`src/rtl/game_move_sequencer.sv`:
```
// Sequences 2048 moves: button edge detect and arbitration, move/spawn handshakes, win/lose, move counter.
// Latency: a press sampled in IDLE gives move_req next cycle; a sampled done drops its req next cycle.
// Backpressure: reqs hold until the engine's done pulse; presses outside IDLE are dropped (buffered one-deep with MOVE_QUEUE_EN).
module game_move_sequencer #(
    parameter logic [15:0] LFSR_SEED = 16'hACE1,
    parameter int          CNT_W     = 16
) (
    input  logic             Clk,
    input  logic             Reset,
    input  logic             up,
    input  logic             down,
    input  logic             left,
    input  logic             right,
    output logic             move_req,
    output logic [1:0]       move_dir,
    input  logic             move_done,
    input  logic             move_changed,
    output logic             spawn_req,
    output logic [3:0]       spawn_rnd,
    input  logic             spawn_done,
    input  logic             spawn_ok,
    input  logic             win_flag,
    input  logic             no_moves,
    output logic             busy,
    output logic             q_Init,
    output logic             q_Idle,
    output logic             q_Move,
    output logic             q_Spawn,
    output logic             q_Win,
    output logic             q_Lose,
    output logic [CNT_W-1:0] move_count
);

    typedef enum logic [2:0] {
        S_INIT  = 3'd0,
        S_IDLE  = 3'd1,
        S_MOVE  = 3'd2,
        S_SPAWN = 3'd3,
        S_WIN   = 3'd4,
        S_LOSE  = 3'd5
    } state_t;

    // An all-zero Fibonacci LFSR would lock up, so a zero seed is replaced.
    localparam logic [15:0]      LFSR_INIT = (LFSR_SEED == 16'h0000) ? 16'h0001 : LFSR_SEED;
    localparam logic [CNT_W-1:0] CNT_MAX   = {CNT_W{1'b1}};
    localparam logic [CNT_W-1:0] CNT_ONE   = {{(CNT_W-1){1'b0}}, 1'b1};

    state_t            state_q, state_d;

    // Button bit order throughout: {up, down, left, right}.
    logic [3:0]        btn_lvl;
    logic [3:0]        btn_prev_q;
    logic [3:0]        btn_press;
    logic              press_vld;
    logic [1:0]        press_dir;

    logic [15:0]       lfsr_q, lfsr_d;
    logic [1:0]        dir_q, dir_d;
    logic [3:0]        rnd_q, rnd_d;
    logic [CNT_W-1:0]  cnt_q, cnt_d;

    logic              pend_vld_q;
    logic [1:0]        pend_dir_q;

    assign btn_lvl = {up, down, left, right};

    // Rising-edge detect: level high now, low in the previous cycle.
    always_comb begin
        btn_press = btn_lvl & ~btn_prev_q;
    end

    // Fixed-priority arbitration up > down > left > right; losers are dropped.
    always_comb begin
        press_vld = |btn_press;
        press_dir = 2'b11;
        if (btn_press[3]) begin
            press_dir = 2'b00;
        end else if (btn_press[2]) begin
            press_dir = 2'b01;
        end else if (btn_press[1]) begin
            press_dir = 2'b10;
        end
    end

    // Free-running Fibonacci LFSR, taps 16,14,13,11, shifting toward bit 0.
    always_comb begin
        lfsr_d = {lfsr_q[0] ^ lfsr_q[2] ^ lfsr_q[3] ^ lfsr_q[5], lfsr_q[15:1]};
    end

    // Game FSM next state, move direction, counter, spawn hint and decoded outputs.
    always_comb begin
        state_d   = state_q;
        dir_d     = dir_q;
        cnt_d     = cnt_q;
        rnd_d     = rnd_q;
        move_req  = 1'b0;
        spawn_req = 1'b0;
        q_Init    = 1'b0;
        q_Idle    = 1'b0;
        q_Move    = 1'b0;
        q_Spawn   = 1'b0;
        q_Win     = 1'b0;
        q_Lose    = 1'b0;
        busy      = 1'b0;

        case (state_q)
            S_INIT: begin
                q_Init  = 1'b1;
                busy    = 1'b1;
                state_d = S_SPAWN;
            end
            S_SPAWN: begin
                q_Spawn   = 1'b1;
                busy      = 1'b1;
                spawn_req = 1'b1;
                if (spawn_done) begin
                    state_d = spawn_ok ? S_IDLE : S_LOSE;
                end
            end
            S_IDLE: begin
                q_Idle = 1'b1;
                // A buffered press is older than anything arriving now, so it goes first.
                if (win_flag) begin
                    state_d = S_WIN;
                end else if (no_moves) begin
                    state_d = S_LOSE;
                end else if (pend_vld_q) begin
                    state_d = S_MOVE;
                    dir_d   = pend_dir_q;
                end else if (press_vld) begin
                    state_d = S_MOVE;
                    dir_d   = press_dir;
                end
            end
            S_MOVE: begin
                q_Move   = 1'b1;
                busy     = 1'b1;
                move_req = 1'b1;
                if (move_done) begin
                    if (move_changed) begin
                        if (cnt_q != CNT_MAX) begin
                            cnt_d = cnt_q + CNT_ONE;
                        end
                        state_d = S_SPAWN;
                    end else begin
                        state_d = S_IDLE;
                    end
                end
            end
            S_WIN: begin
                q_Win = 1'b1;
            end
            S_LOSE: begin
                q_Lose = 1'b1;
            end
            default: begin
                state_d = S_INIT;
            end
        endcase

        // The spawn hint is frozen for the whole SPAWN visit.
        if ((state_d == S_SPAWN) && (state_q != S_SPAWN)) begin
            rnd_d = lfsr_q[3:0];
        end
    end

`ifdef MOVE_QUEUE_EN
    logic       pend_vld_d;
    logic [1:0] pend_dir_d;

    // First press seen while the engine is busy is held; cleared when used or when the game ends.
    always_comb begin
        pend_vld_d = pend_vld_q;
        pend_dir_d = pend_dir_q;
        if (((state_q == S_MOVE) || (state_q == S_SPAWN)) && press_vld && !pend_vld_q) begin
            pend_vld_d = 1'b1;
            pend_dir_d = press_dir;
        end
        if ((state_q == S_IDLE) && (state_d == S_MOVE)) begin
            pend_vld_d = 1'b0;
        end
        if ((state_d == S_WIN) || (state_d == S_LOSE)) begin
            pend_vld_d = 1'b0;
        end
    end

    // Pending-press buffer registers.
    always_ff @(posedge Clk) begin
        if (Reset) begin
            pend_vld_q <= 1'b0;
            pend_dir_q <= 2'b00;
        end else begin
            pend_vld_q <= pend_vld_d;
            pend_dir_q <= pend_dir_d;
        end
    end
`else
    assign pend_vld_q = 1'b0;
    assign pend_dir_q = 2'b00;
`endif

    // State and datapath registers; prev levels reset high so a button held through reset is not a press.
    always_ff @(posedge Clk) begin
        if (Reset) begin
            state_q    <= S_INIT;
            btn_prev_q <= 4'b1111;
            lfsr_q     <= LFSR_INIT;
            dir_q      <= 2'b00;
            rnd_q      <= LFSR_SEED[3:0];
            cnt_q      <= '0;
        end else begin
            state_q    <= state_d;
            btn_prev_q <= btn_lvl;
            lfsr_q     <= lfsr_d;
            dir_q      <= dir_d;
            rnd_q      <= rnd_d;
            cnt_q      <= cnt_d;
        end
    end

    assign move_dir   = dir_q;
    assign spawn_rnd  = rnd_q;
    assign move_count = cnt_q;

endmodule

```
`config.mk`:
```
export PLATFORM = sky130hd
export DESIGN_NAME = game_move_sequencer
export DESIGN_NICKNAME = d
export VERILOG_FILES = /design/src/rtl/game_move_sequencer.sv
export SDC_FILE = /design/constraint.sdc
export NUM_CORES = 1
export LEC_CHECK = 0
export ABC_CLOCK_PERIOD_IN_PS = 5300
export CAP_MARGIN = 15
export CORE_MARGIN = 2
export CORE_UTILIZATION = 25
export DETAILED_ROUTE_END_ITERATION = 10
export SLEW_MARGIN = 20
export SYNTH_ARGS = -nofsm -noshare
export SYNTH_HDL_FRONTEND = slang
export SYNTH_SLANG_ARGS = --single-unit
```
`constraint.sdc`:
```
create_clock -name Clk -period 5.3 [get_ports Clk]
set_input_delay 0.53 -clock Clk [delete_from_list [all_inputs] [get_ports Clk]]
set_output_delay 0.53 -clock Clk [all_outputs]
set_load 0.01 [all_outputs]
```
==> summary.md <==
| Metric | Value |
|---|---|
| Worst Hold Depth | `1` |
| Status | `completed` |
| Vias | `1,476` |
| GRT Util Overall | `0.0974` |
| Slowest CP cell | `dfxtp_1` |
| Vias in the first global route | `1,373` |
| Cell chain of the critical path | `inv_1, nor3_1, clkdlybuf4s50_1` |
| CTS clk-pin slew, worst paths | `about 80 ps` |
| Via density | `4.27` |
| Crit end category | `output pin` |
| Fmax | `between 0.4 and 0.5 GHz` |
| Post-synth top area cell | `dfxtp_1` |
| Final TNS setup | `0 ps` |
| Number of CTS-inserted buffers | `5` |
| RSZ-0062 raised after global routing | `no` |
| Avg Cell Area, Syn | `9.53 um2` |
| Met1 usage | `0.135` |
| Worst R2R Path Depth | `5` |
| Drt first pass iters | `3` |
| Count of different cell masters after synthesis | `50` |
| GR peak layer | `met2` |
| I/O Buffers | `42` |
| Synth top cells by count | `dfxtp_1, nor2_1, xor2_1` |
| First-pass GRT wire length | `6.60 mm` |
| Die W | `between 90 and 100 um` |
| Seq cells post-synth | `between 40 and 50` |
| Layout Nets | `~260` |
| Clock Tree Buf Depth | `2` |
| Seq/Total Area, Yosys | `0.457` |
| Post-Syn Area | `0.00197 mm2` |
| Fill count | `roughly 800` |
| Ant diodes | `0` |
| Worst-Margin Slew | `a little under 500 ps` |
| Die area | `0.00862 mm2` |
| Total I/O pin count | `43` |
| Primary FF master, synth | `dfxtp_1` |
| Final RePlAce weighted congestion | `0.711` |
| Post-layout min period | `2350 ps` |
| Maximum number of pins on one net before global-route repair | `47` |
| Max cap viols | `0` |
| Clk Latency, worst-skew pair | `between 200 and 300 ps` |
| Hold WC Path Type | `reg2reg` |
| Core Box Area | `0.00769 mm2` |
| Critical path startpoint category | `flop` |
| Buffer and inverter count on the worst path | `2` |
| Final setup violation count | `0` |
| Slew margin rel. | `0.676` |
| Row count | `32` |
| Core Util, Final | `0.333` |
| Antenna Nets Post-Route | `0` |
| Post-synth EDFFs | `0` |
| CP max FO | `11` |
| Final Hold Fails | `0` |
| Met3 GRT Util | `0.0317` |
| Worst Skew | `7.16 ps` |
| Global-route met2 utilization | `0.136` |
| Max VDD drop | `0.0000902 V` |
| Syn Nets | `220` |
| Iteration-0 DRC Markers | `45` |
| Post-Place Worst Slack | `2830 ps` |
| Req. time, crit path | `4770 ps` |
| WL per Instance | `11.3 um` |
| Cells after Synth | `slightly above 200` |
| Critical Path Stages | `3` |
| Setup bufs post-CTS | `0` |
| Synth top area share | `0.457` |
| PwrDens | `325 mW/mm2` |
| H-Tree Depth | `2` |
| Final worst slack | `2950 ps` |
| Most common cell in the synthesized netlist | `dfxtp_1` |
| # DRC | `0` |
| Initial antenna violation count | `0` |
| Worst Path Arrival | `about 1800 ps` |
| CP top delay family | `buffers and inverters` |
| Starting density of the core | `0.257` |
| Routed Wire Length | `3.90 mm` |
| Largest cells by area after synthesis | `dfxtp_1, xor2_1, nor2_1` |
| Hold WS | `399 ps` |
| CTS tree | `done` |
| Hpwl dp | `between 2 and 3 mm` |
| Post-CTS Hold Buffers | `0` |
| Post_cts resized | `0` |
| Synth warnings | `0` |
| Share of post-route cells with drive strength above 1 | `0.102` |
| Asr flop ratio synth | `0` |
| GRT overflow | `0` |
| Die height | `92.8 um` |
| CP max stage delay | `630 ps` |
| Area Growth Syn to Fin | `29.7%` |
| Leak Pwr | `approximately 0.00094 uW` |
| Final Max Slew Viols | `0` |
| Critical path class | `reg2out` |
| Sinks on the clock net | `45` |
| Clock Root Buffer | `clkbuf_8` |
| Post-route clock period utilization | `0.444` |
==> cell usage in the layout, fill, tap and decap left out, types with 5 or more instances in the layout <==
cell type and instances:
o21ai_0 5, xor2_1 12, nand3_1 7, nor2b_1 9, dfxtp_1 45, clkdlybuf4s50_1 42
or2_1 7, inv_1 7, nand4_1 5, nor2_1 27, nand2b_1 9, clkbuf_8 5
==> registers in the layout (all words and copies together) (netlist names) <==
register    count
lfsr_q         16
move_count     16
btn_prev_q      4
spawn_rnd       4
state_q         3
move_dir        2
==> worst paths after layout <==
kind | end | start | slack, ps
worst min-delay path | lfsr_q[5] | lfsr_q[6] | 400
worst min register to register | lfsr_q[5] | lfsr_q[6] | 400
worst max register to register | spawn_rnd[3] | state_q[0] | 3100
worst max-delay path | q_Win | state_q[2] | 2950
==> layer usage <==
metal	up-vias	part of all wire	wire length, um
met5	-	0	0
met4	0	0.020	78
met3	6	0.058	225
met2	31	0.40	1570
met1	660	0.52	2030
li1	779	-	-
==> metrics by stage <==
step	power [uW]	instances	instance area [um2]
2_1_floorplan	531	207	1970
3_3_place_gp	593	339	2450
6_report	831	346	2560
4_1_cts	847	346	2560
5_1_grt	881	346	2560
3_5_place_dp	595	339	2450
==> cell families (layout without fill, tap and decap cells) <==
logic type,Yosys count,count (layout),share of synthesized area
AND/OR/NAND/NOR,94,94,0.283
flip-flops,45,45,0.457
AO/OA/AOI/OAI,26,26,0.101
buffers and inverters,20,57,0.0507
XOR/XNOR,15,15,0.0666
multiplexers,6,6,0.0355
adder cells (fa/ha/maj),1,1,0.00634
==> final cells by class <==
type,instances,area [um2],share of cell area
multi-input cells,142,972,0.380
clock buffers,5,68.8,0.0269
inverters,7,26.3,0.0103
flip-flops and latches,45,901,0.352
clock inverters,2,35.0,0.0137
repair buffers,43,428,0.167
well taps,102,128,0.0499
==> power breakdown <==
group	leakage, uW	total [uW]	internal, uW	switching [uW]
clock	0.0000540	246	137	109
sequential	0.000369	391	360	30.9
combinational	0.000516	194	113	80.8
total	0.000939	831	610	221
Note: power is estimated with default switching activity, not from simulation.
